### config.mk
export PLATFORM = sky130hd
export DESIGN_NAME = vga_timing_core
export DESIGN_NICKNAME = d
export VERILOG_FILES = /design/src/rtl/vga_pkg.sv /design/src/rtl/vga_sync_delay.sv /design/src/rtl/vga_timing_core.sv
export SDC_FILE = /design/constraint.sdc
export NUM_CORES = 1
export LEC_CHECK = 0
export BUFFER_PORTS_ARGS = -buffer_cell sky130_fd_sc_hd__buf_2
export CORE_ASPECT_RATIO = 0.6
export CORE_MARGIN = 4
export CORE_UTILIZATION = 57
export CTS_BUF_LIST = sky130_fd_sc_hd__clkbuf_4 sky130_fd_sc_hd__clkbuf_8
export DETAILED_ROUTE_END_ITERATION = 12
export GPL_ROUTABILITY_DRIVEN = 0
export PLACE_DENSITY = 0.86
export SETUP_SLACK_MARGIN = 0.2
export SYNTH_ARGS = -nofsm -noshare
export SYNTH_HDL_FRONTEND = slang
export SYNTH_SLANG_ARGS = --single-unit
### constraint.sdc
create_clock -name clk -period 4.6 [get_ports clk]
set_input_delay 0.23 -clock clk [delete_from_list [all_inputs] [get_ports clk]]
set_output_delay 0.23 -clock clk [all_outputs]
set_load 0.005 [all_outputs]
### src/rtl/vga_pkg.sv
// Shared definitions for the VGA raster timing blocks.
// Holds the default 640x480@60 timing, the pixel colour type and the
// bundle of sync/blank signals that travels through the output delay line.
package vga_pkg;

  // Default 640x480 timing, in pixels (horizontal) and lines (vertical)
  localparam int unsigned DEF_CLK_DIV = 2;
  localparam int unsigned DEF_HACTIVE = 640;
  localparam int unsigned DEF_HFP     = 16;
  localparam int unsigned DEF_HSYN    = 96;
  localparam int unsigned DEF_HBP     = 48;
  localparam int unsigned DEF_VACTIVE = 480;
  localparam int unsigned DEF_VFP     = 11;
  localparam int unsigned DEF_VSYN    = 2;
  localparam int unsigned DEF_VBP     = 32;

  // Longest supported sync/blank delay, in pixel ticks
  localparam int unsigned MAX_DLY = 7;

  // One pixel colour as produced by the renderer
  typedef struct packed {
    logic [7:0] r;
    logic [7:0] g;
    logic [7:0] b;
  } rgb_t;

  // Sync/blank bundle; hsync/vsync carry their final (polarity-applied) level
  typedef struct packed {
    logic hsync;
    logic vsync;
    logic blank_b;
  } sync_bus_t;

  // Level of the bundle when nothing is being shown: syncs idle, blanked
  function automatic sync_bus_t sync_idle(input bit hpol, input bit vpol);
    sync_bus_t s;
    s.hsync   = ~hpol;
    s.vsync   = ~vpol;
    s.blank_b = 1'b0;
    return s;
  endfunction

endpackage

### src/rtl/vga_sync_delay.sv
// Shift register that delays the sync/blank bundle by DEPTH pixel ticks so it
// lines up with a multi-cycle pixel pipeline. Advances only when en is high.
// Reset clears every stage to the idle bundle (syncs inactive, blanked).
// DEPTH = 0 is a plain wire.
module vga_sync_delay
  import vga_pkg::*;
#(
  parameter int unsigned DEPTH     = 0,
  parameter bit          HSYNC_POL = 1'b0,
  parameter bit          VSYNC_POL = 1'b0
) (
  input  logic      clk,
  input  logic      reset,
  input  logic      en,
  input  sync_bus_t din,
  output sync_bus_t dout
);

  localparam sync_bus_t IDLE = sync_idle(HSYNC_POL, VSYNC_POL);

  if (DEPTH == 0) begin : g_pass
    // No storage: clock, reset and enable have no effect here
    logic unused_ctrl;
    assign unused_ctrl = ^{clk, reset, en};
    assign dout = din;
  end else begin : g_shift
    sync_bus_t stage [DEPTH];

    // Shift one position per pixel tick; async reset to the idle bundle
    always_ff @(posedge clk or posedge reset) begin
      if (reset) begin
        for (int i = 0; i < int'(DEPTH); i++) begin
          stage[i] <= IDLE;
        end
      end else if (en) begin
        stage[0] <= din;
        for (int i = 1; i < int'(DEPTH); i++) begin
          stage[i] <= stage[i-1];
        end
      end
    end

    assign dout = stage[DEPTH-1];
  end

endmodule

### src/rtl/vga_timing_core.sv
// Parametrised VGA raster timing generator.
// A clock divider produces a one-clk pixel strobe (pix_en); H/V counters step
// on that strobe and sync/blank are decoded from them, then delayed DLY pixel
// ticks so a pipelined renderer stays aligned. x/y and the frame/line strobes
// are never delayed.
// Build option: define VGA_FRAME_CNT_EN to get a free-running frame counter on
// frame_cnt; without it frame_cnt is tied to zero and no counter is built.
module vga_timing_core
  import vga_pkg::*;
#(
  parameter int unsigned CLK_DIV   = DEF_CLK_DIV,
  parameter int unsigned HACTIVE   = DEF_HACTIVE,
  parameter int unsigned HFP       = DEF_HFP,
  parameter int unsigned HSYN      = DEF_HSYN,
  parameter int unsigned HBP       = DEF_HBP,
  parameter int unsigned VACTIVE   = DEF_VACTIVE,
  parameter int unsigned VFP       = DEF_VFP,
  parameter int unsigned VSYN      = DEF_VSYN,
  parameter int unsigned VBP       = DEF_VBP,
  parameter bit          HSYNC_POL = 1'b0,
  parameter bit          VSYNC_POL = 1'b0,
  parameter int unsigned DLY       = 0,
  parameter int unsigned FCW       = 8,
  localparam int unsigned HMAX     = HACTIVE + HFP + HSYN + HBP,
  localparam int unsigned VMAX     = VACTIVE + VFP + VSYN + VBP,
  localparam int unsigned CW       = $clog2(HMAX),
  localparam int unsigned RW       = $clog2(VMAX)
) (
  input  logic           clk,
  input  logic           reset,
  output logic           pix_en,
  output logic [CW-1:0]  x,
  output logic [RW-1:0]  y,
  output logic           hsync,
  output logic           vsync,
  output logic           blank_b,
  output logic           sync_b,
  output logic           frame_start,
  output logic           line_start,
  output logic [FCW-1:0] frame_cnt
);

  // Elaboration-time parameter checks
  if (CLK_DIV < 1) begin : g_bad_clk_div
    $error("vga_timing_core: CLK_DIV must be at least 1");
  end
  if (DLY > MAX_DLY) begin : g_bad_dly
    $error("vga_timing_core: DLY must be in 0..7");
  end

  localparam int unsigned DIVW = (CLK_DIV > 1) ? $clog2(CLK_DIV) : 1;
  localparam logic [DIVW-1:0] DIV_LAST = DIVW'(CLK_DIV - 1);
  localparam logic [CW-1:0]   X_LAST   = CW'(HMAX - 1);
  localparam logic [RW-1:0]   Y_LAST   = RW'(VMAX - 1);

  // Sync windows as half-open ranges [start, end), compared at 32 bits so an
  // end that equals 2**CW cannot wrap
  localparam int unsigned H_SYNC_START = HACTIVE + HFP;
  localparam int unsigned H_SYNC_END   = HACTIVE + HFP + HSYN;
  localparam int unsigned V_SYNC_START = VACTIVE + VFP;
  localparam int unsigned V_SYNC_END   = VACTIVE + VFP + VSYN;

  logic [DIVW-1:0] div_cnt;
  logic            run;
  logic            hs_on;
  logic            vs_on;
  logic            visible;
  sync_bus_t       raw_sync;
  sync_bus_t       dly_sync;

  // Clock divider: pix_en is a registered one-clk strobe when div_cnt wraps
  always_ff @(posedge clk or posedge reset) begin
    if (reset) begin
      div_cnt <= '0;
      pix_en  <= 1'b0;
    end else begin
      pix_en <= (div_cnt == DIV_LAST);
      if (div_cnt == DIV_LAST) begin
        div_cnt <= '0;
      end else begin
        div_cnt <= div_cnt + DIVW'(1);
      end
    end
  end

  // Raster counters: x wraps at HMAX-1, y steps on each x wrap and wraps at VMAX-1
  always_ff @(posedge clk or posedge reset) begin
    if (reset) begin
      x <= '0;
      y <= '0;
    end else if (pix_en) begin
      if (x == X_LAST) begin
        x <= '0;
        if (y == Y_LAST) begin
          y <= '0;
        end else begin
          y <= y + RW'(1);
        end
      end else begin
        x <= x + CW'(1);
      end
    end
  end

  // Goes high on the first clk after reset; keeps blank_b low while reset is
  // held, since x=y=0 would otherwise decode as a visible pixel when DLY=0
  always_ff @(posedge clk or posedge reset) begin
    if (reset) begin
      run <= 1'b0;
    end else begin
      run <= 1'b1;
    end
  end

  // Decode raw sync/blank from the counter position being presented
  always_comb begin
    hs_on   = (32'(x) >= H_SYNC_START) && (32'(x) < H_SYNC_END);
    vs_on   = (32'(y) >= V_SYNC_START) && (32'(y) < V_SYNC_END);
    visible = (32'(x) < HACTIVE) && (32'(y) < VACTIVE);
    raw_sync.hsync   = HSYNC_POL ? hs_on : ~hs_on;
    raw_sync.vsync   = VSYNC_POL ? vs_on : ~vs_on;
    raw_sync.blank_b = run & visible;
  end

  vga_sync_delay #(
    .DEPTH     (DLY),
    .HSYNC_POL (HSYNC_POL),
    .VSYNC_POL (VSYNC_POL)
  ) u_sync_delay (
    .clk   (clk),
    .reset (reset),
    .en    (pix_en),
    .din   (raw_sync),
    .dout  (dly_sync)
  );

  assign hsync   = dly_sync.hsync;
  assign vsync   = dly_sync.vsync;
  assign blank_b = dly_sync.blank_b;
  assign sync_b  = 1'b0;

  // Strobes qualify the undelayed counters with pix_en so they last one clk
  assign line_start  = pix_en & (x == '0);
  assign frame_start = line_start & (y == '0);

`ifdef VGA_FRAME_CNT_EN
  // Count frames; first frame_start after reset takes the count to 1
  always_ff @(posedge clk or posedge reset) begin
    if (reset) begin
      frame_cnt <= '0;
    end else if (frame_start) begin
      frame_cnt <= frame_cnt + FCW'(1);
    end
  end
`else
  assign frame_cnt = '0;
`endif

endmodule

==> results.py, run 1 <==
metrics = {
    "run_status": {
        "status": "finished clean",
    },
    "global_routing": {
        "grt_util_met3_pct": 4.89,
        "met2_usage_pct": 25.7,
        "grt.busiest_layer": "met2",
        "gr-total-overflow": 0,
        "grt_max_degree": 24,
        "gr-usage-all-layers_pct": 17.3,
        "first_global_vias": 856,
        "grt_first_pass_wirelength_mm": 4.20,
        "antenna_found_initial": 0,
        "grtUsageMet1_pct": 25.6,
    },
    "worst_setup_path": {
        "reg2reg_slack_ns": 2.69,
        "worstPathArrival_ns": 1.72,
        "rr_startpoint": "x[7]",
        "cp_top_family": "simple AND/OR/NAND/NOR gates",
        "cp.buffers_inverters": 2,
        "r2r_cells": 4,
        "cp-endpoint": "frame_start",
        "worstSetupStartpoint": "x[0]",
        "timing.rr.end": "y[5]",
        "worstSetupPathType": "register to output port",
        "start_kind": "register",
        "crit_fanout": 4,
        "cp_cell_sequence": "inv_1, ha_1, nor4bb_1, and3_1, and4_1, buf_2",
        "cp-end-kind": "output port",
        "max_stage_delay_ns": 0.41,
        "crit_required_ns": 4.37,
        "cp.depth": 6,
        "slowest_stage": "dfrtp_1",
    },
    "detailed_routing": {
        "route.detailed.drc": 0,
        "wire_per_inst_microns": 14.1,
        "vias_per_cell": 5.59,
        "drt_iter0_drc": 99,
        "ant_nets": 0,
        "vias": 1067,
        "routed_wl_mm": 2.69,
        "firstDrtPassIters": 4,
    },
    "floorplanning": {
        "rows": 13,
        "die_area_sq_um": 3150,
        "core-area_sq_um": 2180,
        "io_pins": 37,
        "die_height_microns": 45.1,
        "start_util_pct": 60.0,
        "die_w_microns": 69.8,
    },
    "yosys": {
        "syn_avg_cell_area_sq_um": 9.54,
        "ys_warn_count": 0,
        "synth_edf_count": 0,
        "synthTopCellsByArea": "dfrtp_1 (44%), buf_4 (5.2%), ha_1 (4.8%), and3_1 (4.3%), nand3_1 (4.2%)",
        "synth_seq_cells": 23,
        "ys_types": 33,
        "synth_most_common_cell": "dfrtp_1",
        "yosysSeqAreaShare_pct": 44.0,
        "synth_top_cell_area_share_pct": 44.0,
        "synthTopCellsByCount": "dfrtp_1 (23), nand3_1 (11), o21ai_0 (10), and3_1 (9), buf_4 (9)",
        "synth_top_area_cell": "dfrtp_1",
        "synth_flop_cell": "dfrtp_1",
        "syn_area_sq_um": 1310,
        "syn_inst": 137,
        "async_reset_ff_share_pct": 100,
    },
    "sta": {
        "finalCritPeriodShare_pct": 42.4,
        "min_period_ns": 1.95,
        "skew_ns": 0.00328,
        "setup_viol": 0,
        "slew_headroom_pct": 43.5,
        "fin_ws_ns": 2.65,
        "fmax_mhz": 512,
        "fin_tns_setup_ns": 0,
        "drv_slew": 0,
        "rsz0062_at_grt": "false",
        "hold_viol_final": 0,
        "worst_pin_slew_ns": 0.847,
    },
    "placement": {
        "place_hpwl_mm": 2.02,
        "dp_slack_ns": 2.74,
        "numPortBuffers": 27,
    },
    "cells_and_area": {
        "seq_area_sq_um": 576,
        "multi_input_area_sq_um": 632,
        "diodes": 0,
        "layout.nets": 169,
        "syn_to_final_growth_pct": 11.4,
        "fillers": 177,
        "layout-drive-gt1-share_pct": 20.5,
    },
    "clocking": {
        "numCtsBuffers": 3,
        "cts_buffer_depth": 2,
        "cts_hold_buf": 0,
        "cts_root_buffer": "clkbuf_8",
        "cts_tree": "yes",
        "post_cts_resized": 0,
        "htree_num_levels": 1,
        "clock_latency_ns": 0.26,
        "cts_setup_buffers": 0,
        "cts.sinks": 23,
        "cts.clk_slew.worst_paths_ns": 0.08,
    },
    "job": {
        "cap_violations": 0,
    },
    "power": {
        "p_int_mw": 0.264,
        "power_leakage_nw": 0.753,
        "p_comb_share_pct": 2.1,
        "p_sw_share_pct": 20.6,
        "irDropWorstVdd_v": 0.000163,
        "p_seq_share_pct": 61.0,
        "p_per_area_nw_per_um2": 228,
        "p_sw_mw": 0.0685,
        "clkPwrFrac_pct": 36.9,
    },
    "hold_path": {
        "hp-class": "input port to async pin",
    },
}
## cell families (layout without fill, tap and decap cells)
logic type,Yosys count,in the layout,share of synthesized area (%)
flip-flops,23,23,44.0
adder cells (fa/ha/maj),5,5,4.78
XOR/XNOR,10,10,6.70
multiplexers,1,1,0.766
AND/OR/NAND/NOR,54,54,25.1
other,2,10,0.574
AO/OA/AOI/OAI,19,19,8.13
buffers and inverters,23,39,9.95
## cell usage in the layout (no fill, tap or decap), types with 2 or more instances in the layout
master and count:
nand2_1 6, nand4_1 5, a31oi_1 2, o21ai_0 10, inv_1 8, ha_1 5, dfrtp_1 23, xor2_1 4
a21oi_1 3, buf_2 27, nand3_1 11, o31ai_1 2, nor3_1 5, xnor2_1 6, and4_1 3, clkbuf_8 3
and3_1 9, conb_1 10, nor2_1 6
## sequential cells by signal, indices dropped and copies added (netlist names)
register,cells
y,10
pix_en,1
div_cnt,1
x,10
run,1
## power by group through the flow
stage	Clock (mW)	Combinational, mW	Sequential, mW
floorplan	0	0.0106	0.207
global placement	0	0.00689	0.207
detailed placement	0	0.00703	0.207
CTS	0.125	0.00702	0.203
global route	0.135	0.00846	0.203
finish	0.123	0.00690	0.203
## layout make-up
cell class              count  area share, %
clock buffers               3           2.84
clock inverters             1          0.344
inverters                   8           2.06
multi-input cells          99           43.4
flip-flops and latches     23           39.5
well taps                  30           2.58
repair buffers             27           9.28
## worst min-delay path by stage
stage / depth (start not counted) / end / startpoint / slack, ns
after floorplan: 1 / div_cnt / reset / 0.23
after global placement: 0 / pix_en / div_cnt / 0.36
after detailed placement: 0 / pix_en / div_cnt / 0.37
after CTS: 2 / div_cnt / reset / 0.15
after global routing: 2 / pix_en / reset / 0.21
final: 2 / div_cnt / reset / 0.12
## stage by stage
step	hold slack (ns)	area, sq um	total power, mW	std cells	utilization [%]
finish	0.125	1460	0.332	191	66.8
global route	0.213	1460	0.346	191	66.8
CTS	0.152	1460	0.335	191	66.8
detailed placement	0.365	1410	0.214	187	64.7
global placement	0.361	1410	0.214	187	64.7
floorplan	0.232	1340	0.217	145	-
## layer usage
metal	vias to the layer above	routed length [microns]	part of all wire, %
met5	-	0	0
met4	0	0	0
met3	0	238	8.8
met2	53	1170	43
met1	501	1290	48
li1	513	-	-
Note: power is estimated with default switching activity, not from simulation.
==> run 2, diff against run 1 <==
--- a/config.mk
+++ b/config.mk
@@ -8,11 +8,11 @@
 export BUFFER_PORTS_ARGS = -buffer_cell sky130_fd_sc_hd__buf_2
 export CORE_ASPECT_RATIO = 0.6
 export CORE_MARGIN = 4
-export CORE_UTILIZATION = 57
+export CORE_UTILIZATION = 53
 export CTS_BUF_LIST = sky130_fd_sc_hd__clkbuf_4 sky130_fd_sc_hd__clkbuf_8
 export DETAILED_ROUTE_END_ITERATION = 12
 export GPL_ROUTABILITY_DRIVEN = 0
-export PLACE_DENSITY = 0.86
+export PLACE_DENSITY = 0.81
 export SETUP_SLACK_MARGIN = 0.2
 export SYNTH_ARGS = -nofsm -noshare
 export SYNTH_HDL_FRONTEND = slang
==> constraint.sdc (replaced) <==
create_clock -name clk -period 1.8 [get_ports clk]
set_input_delay 0.09 -clock clk [delete_from_list [all_inputs] [get_ports clk]]
set_output_delay 0.09 -clock clk [all_outputs]
set_load 0.005 [all_outputs]
==> run 2 against run 1 <==
  * Via count up 11%
  * Critical path depth is the same
  * Core utilization rose by 5.5 points
  * Power grew to 2.6 times the previous value
  * Largest cell class unchanged
  * Largest power group unchanged
==> results.py, run 2 (same netlist as run 1, synthesis figures left out) <==
metrics = {
    "run_status": {
        "status": "finished clean",
    },
    "floorplanning": {
        "rows": 13,
        "core-area_sq_um": 2260,
        "io_pins": 37,
        "start_util_pct": 57.8,
        "die_w_microns": 72.1,
        "die_area_sq_um": 3350,
        "die_height_microns": 46.5,
    },
    "cells_and_area": {
        "layout-drive-gt1-share_pct": 32.8,
        "final_common_cell": "buf_2",
        "fillers": 171,
        "diodes": 0,
        "final_cell_mix": "buf_2 (27), dfrtp_1 (23), buf_4 (15)",
        "top_regs": "x: 10 flops, y: 10 flops",
        "layout.nets": 185,
        "syn_to_final_growth_pct": 25.1,
    },
    "worst_setup_path": {
        "worstSetupPathType": "register to output port",
        "crit_required_ns": 1.71,
        "crit_fanout": 4,
        "cp_top_family": "simple AND/OR/NAND/NOR gates",
        "start_kind": "register",
        "cp.buffers_inverters": 2,
        "cp-end-kind": "output port",
        "max_stage_delay_ns": 0.43,
        "slowest_stage": "dfrtp_1",
        "worstPathArrival_ns": 1.59,
        "cp_cell_sequence": "inv_2, ha_1, nor4bb_1, and3_1, and4_1, buf_2",
    },
    "sta": {
        "fmax_mhz": 596,
        "min_period_ns": 1.68,
        "setup_viol": 0,
        "drv_slew": 0,
        "skew_ns": 0.00553,
        "fin_tns_setup_ns": 0,
        "rsz0062_at_grt": "true",
        "fin_hold_ws_ns": 0.382,
        "hold_viol_final": 0,
        "finalCritPeriodShare_pct": 93.2,
    },
    "power": {
        "power_leakage_nw": 0.857,
        "p_sw_share_pct": 20.3,
        "clkPwrFrac_pct": 38.1,
        "irDropWorstVdd_v": 0.000536,
        "power_mw": 0.872,
        "p_seq_share_pct": 59.4,
        "p_comb_share_pct": 2.5,
        "p_per_area_nw_per_um2": 533,
        "p_int_mw": 0.695,
        "p_sw_mw": 0.177,
    },
    "clocking": {
        "clock_latency_ns": 0.26,
        "cts.clk_slew.worst_paths_ns": 0.07,
        "cts_root_buffer": "clkbuf_8",
        "htree_num_levels": 1,
        "numCtsBuffers": 3,
        "cts_tree": "yes",
        "cts_buffer_depth": 2,
        "cts.sinks": 23,
    },
    "global_routing": {
        "first_global_vias": 1063,
        "gr-usage-all-layers_pct": 20.2,
        "grt_first_pass_wirelength_mm": 5.06,
        "gr-total-overflow": 0,
        "grt_max_degree": 24,
        "antenna_found_initial": 0,
    },
    "hold_path": {
        "hp-class": "register to register",
    },
    "detailed_routing": {
        "vias": 1188,
        "routed_wl_mm": 3.43,
        "route.detailed.drc": 0,
        "firstDrtPassIters": 5,
        "wire_per_inst_microns": 16.6,
        "drt_iter0_drc": 133,
        "ant_nets": 0,
        "vias_per_cell": 5.74,
    },
    "job": {
        "cap_violations": 0,
    },
    "placement": {
        "numPortBuffers": 27,
        "place_hpwl_mm": 2.27,
    },
}
## run 2: cell count changes in the layout (fill, tap and decap cells not counted), sizes merged
cell,delta
dlygate4sd3,+1
buf,+15
clkinv,-1
clkbuf,+1
## run 2: path summary, 6_finish.rpt
kind / startpoint / end / slack [ns] / depth (start not counted)
max: x[1] / frame_start / 0.12 / 6
min: div_cnt / pix_en / 0.38 / 0
max reg2reg: x[5] / y[6] / 0.20 / 5
min reg2reg: div_cnt / pix_en / 0.38 / 0
max in group asynchronous: reset / y[9] / 1.18 / 4
min in group asynchronous: reset / x[4] / 0.40 / 4
## run 2: power by group through the flow
stage               Clock (mW)  Sequential [mW]  Combinational, mW
floorplan                    0            0.528             0.0272
global placement             0            0.528             0.0196
detailed placement           0            0.528             0.0200
CTS                      0.337            0.518             0.0216
global route             0.359            0.518             0.0260
finish                   0.332            0.518             0.0220
## run 2: worst reg2reg max path, delay by kind of cell, from the launching register on
family / cells / cell delay [ns]
flip-flops: 1 / 0.41
AND/OR/NAND/NOR: 3 / 0.71
buffers and inverters: 1 / 0.18
XOR/XNOR: 1 / 0.18
## run 2: routing by layer
metal / wire [microns] / vias to the layer above / share of wire [%] / global-route usage (%)
met4: 53 / 0 / 1.5 / 5.62
met2: 1590 / 76 / 46 / 29.8
met3: 362 / 10 / 11 / 5.88
met5: 0 / - / 0 / 0
met1: 1430 / 556 / 42 / 28.9
li1: - / 546 / - / -
## run 2: layout make-up
class,instances,area (sq um),area share (%)
multi-input combinational,99,686,41.9
sequential,23,576,35.2
timing repair buffer,43,258,15.8
clock buffer,4,48.8,2.98
tap,30,37.5,2.30
inverter,8,30.0,1.84
## run 2: per-stage QoR
step,utilization (%),area (sq um),setup WS (ns),cells
3_5_place_dp,65.4,1480,0.0604,196
2_1_floorplan,-,1340,0.239,145
3_3_place_gp,65.4,1480,0.179,196
6_report,72.3,1640,0.122,207
5_1_grt,72.3,1640,0.0519,207
4_1_cts,70.1,1590,0.141,204
## run 2: repair_timing
action / 4_1_cts / 5_1_grt
setup buffers: 3 / 3
pin swaps: 4 / 2
hold buffers: 1 / 0
setup endpoints to repair: 12 / 11
resized for setup: 8 / 7
endpoints found under the hold margin: 23 / 0
==> run 3, diff against run 2 <==
--- a/config.mk
+++ b/config.mk
@@ -16,4 +16,5 @@
 export SETUP_SLACK_MARGIN = 0.2
 export SYNTH_ARGS = -nofsm -noshare
 export SYNTH_HDL_FRONTEND = slang
+export SYNTH_HIERARCHICAL = 1
 export SYNTH_SLANG_ARGS = --single-unit
==> run 3 against run 2 <==
  * Clock-buffer cell count unchanged
  * Clock power is essentially flat
  * Via count grew 3.9%
  * First-iteration DRC count increased by 51%
  * Critical path depth shrank 1
  * Worst setup slack worse by 0.053 ns
  * Clock skew grew 0.0010 ns
  * Synthesized cell count is 2.2% higher
  * Non-clock buffer count decreased by 1
  * Power about the same
  * Largest cell class unchanged
  * Largest power group unchanged
==> results.py, run 3 <==
metrics = {
    "detailed_routing": {
        "vias": 1234,
        "wire_per_inst_microns": 18.7,
        "firstDrtPassIters": 4,
        "routed_wl_mm": 3.86,
        "ant_nets": 0,
        "route.detailed.drc": 0,
        "vias_per_cell": 5.99,
        "drt_iter0_drc": 201,
    },
    "global_routing": {
        "first_global_vias": 1055,
        "gr-total-overflow": 0,
        "grt_max_degree": 24,
        "grt_first_pass_wirelength_mm": 5.43,
        "gr-usage-all-layers_pct": 21.5,
        "antenna_found_initial": 0,
    },
    "yosys": {
        "synth_seq_cells": 23,
        "synthTopCellsByArea": "dfrtp_1 (43%), buf_4 (6.8%), ha_1 (4.7%), and3_1 (4.2%), nand3_1 (4.1%)",
        "ys_warn_count": 6,
        "synth_edf_count": 0,
        "synthTopCellsByCount": "dfrtp_1 (23), buf_4 (12), nand3_1 (11), o21ai_0 (10), and3_1 (9)",
        "synth_top_area_cell": "dfrtp_1",
        "yosysSeqAreaShare_pct": 43.3,
        "syn_avg_cell_area_sq_um": 9.50,
        "syn_area_sq_um": 1330,
        "synth_top_cell_area_share_pct": 43.3,
        "async_reset_ff_share_pct": 100,
        "synth_most_common_cell": "dfrtp_1",
        "ys_types": 33,
        "synth_flop_cell": "dfrtp_1",
        "syn_inst": 140,
    },
    "placement": {
        "place_hpwl_mm": 2.34,
        "dpl_cell_area_sq_um": 1460,
        "place_inst": 194,
        "numPortBuffers": 27,
        "dp_slack_ns": 0.112,
    },
    "sta": {
        "drv_slew": 0,
        "hold_viol_final": 0,
        "fin_ws_ns": 0.0686,
        "fin_tns_setup_ns": 0,
        "finalCritPeriodShare_pct": 96.2,
        "min_period_ns": 1.73,
        "fmax_mhz": 578,
        "setup_viol": 0,
        "skew_ns": 0.00654,
        "rsz0062_at_grt": "true",
    },
    "worst_setup_path": {
        "worstSetupPathType": "register to output port",
        "start_kind": "register",
        "timing.rr.end": "y[6]",
        "worstPathArrival_ns": 1.64,
        "r2r_cells": 4,
        "max_stage_delay_ns": 0.44,
        "rr_startpoint": "x[7]",
        "crit_required_ns": 1.71,
        "crit_fanout": 8,
        "cp_cell_sequence": "buf_4, nor3_2, and3_4, and4_1, buf_2",
        "slowest_stage": "dfrtp_1",
        "cp-end-kind": "output port",
        "reg2reg_slack_ns": 0.12,
    },
    "floorplanning": {
        "die_area_sq_um": 3400,
        "die_w_microns": 72.7,
        "die_height_microns": 46.8,
        "start_util_pct": 58.4,
        "rows": 13,
        "io_pins": 37,
        "core-area_sq_um": 2280,
    },
    "power": {
        "irDropWorstVdd_v": 0.000478,
        "power_leakage_nw": 0.861,
        "p_per_area_nw_per_um2": 507,
    },
    "cells_and_area": {
        "multi_input_area_sq_um": 773,
        "final_common_cell": "buf_2",
        "final_cell_mix": "buf_2 (27), dfrtp_1 (20), buf_4 (14)",
        "syn_to_final_growth_pct": 29.3,
        "layout-drive-gt1-share_pct": 40.9,
        "layout.nets": 184,
        "top_regs": "x: 10 flops, y: 10 flops",
        "diodes": 0,
        "fillers": 150,
        "seq_area_sq_um": 579,
        "finalNonFillerCells": 206,
        "fin_area_sq_um": 1720,
    },
    "hold_path": {
        "worstHoldEndpoint": "pix_en",
        "whs_path_depth": 0,
        "hp-class": "register to register",
        "holdCritStartpoint": "div_cnt",
    },
    "clocking": {
        "htree_num_levels": 1,
        "cts.sinks": 23,
        "clock_latency_ns": 0.26,
        "cts.clk_slew.worst_paths_ns": 0.08,
        "cts_root_buffer": "clkbuf_8",
        "numCtsBuffers": 3,
        "cts_tree": "yes",
        "cts_buffer_depth": 2,
    },
    "run_status": {
        "status": "finished clean",
    },
    "job": {
        "cap_violations": 0,
    },
}
## run 3: cells by family after synthesis
| kind of cell | synth area share [%] |
|---|---|
| flip-flops | 43.3 |
| multiplexers | 0.753 |
| AO/OA/AOI/OAI | 8.00 |
| buffers and inverters | 11.5 |
| AND/OR/NAND/NOR | 24.6 |
| XOR/XNOR | 6.58 |
| other | 0.565 |
| adder cells (fa/ha/maj) | 4.70 |
## run 3: area by class of cell
cell class                 count  share of cell area (%)
tap                           30                    2.18
inverter                       8                    1.75
clock buffer                   4                    2.84
sequential                    23                    33.7
multi-input combinational     99                    45.0
timing repair buffer          42                    14.6
## run 3: per-layer routing
layer  routed length (microns)  GRT usage, %  part of all wire, %  vias up
met5                         0             0                    0        -
met4                        46          3.31                  1.2        0
met3                       496          5.56                   13        8
met2                      1860          35.3                   48       94
met1                      1450          29.8                   38      587
li1                          -             -                    -      545
## run 3: how the worst max path moves through the flow
| stage | from | endpoint | slack [ns] | depth (start not counted) |
|---|---|---|---|---|
| after floorplan | x[7] | y[6] | 0.24 | 5 |
| after global placement | y[0] | y[0] | 0.22 | 6 |
| after detailed placement | y[0] | y[3] | 0.11 | 6 |
| after CTS | x[1] | frame_start | 0.12 | 6 |
| after global routing | x[0] | frame_start | -0.03 | 6 |
| final | x[5] | frame_start | 0.07 | 5 |
## run 3: worst max-delay path: cells and delay by family (launching register included)
family | cells | cell delay [ns]
simple gates | 3 | 0.63
flops | 1 | 0.44
buf+inv | 2 | 0.32
## run 3: report_power, final
part	total, mW	switching, mW	leakage, nW	internal, mW
logic	0.0210	0.0159	0.536	0.00509
clock network	0.333	0.160	0.0262	0.173
registers	0.518	0.000283	0.300	0.517
total	0.872	0.177	0.861	0.695
## run 3: metrics by stage
| stage | util (%) | hold slack, ns | power [mW] |
|---|---|---|---|
| 2_1_floorplan | - | 0.0919 | 0.556 |
| 3_3_place_gp | 64.2 | 0.135 | 0.547 |
| 3_5_place_dp | 64.2 | 0.146 | 0.548 |
| 4_1_cts | 70.4 | 0.393 | 0.876 |
| 5_1_grt | 75.5 | 0.407 | 0.901 |
| 6_report | 75.5 | 0.392 | 0.872 |
## run 3: what timing repair did
item	4_1_cts	5_1_grt
pin swaps	3	11
hold endpoints to repair	23	0
resized for setup	13	24
setup endpoints to repair	12	12
setup buffers	4	3
hold buffers	1	0
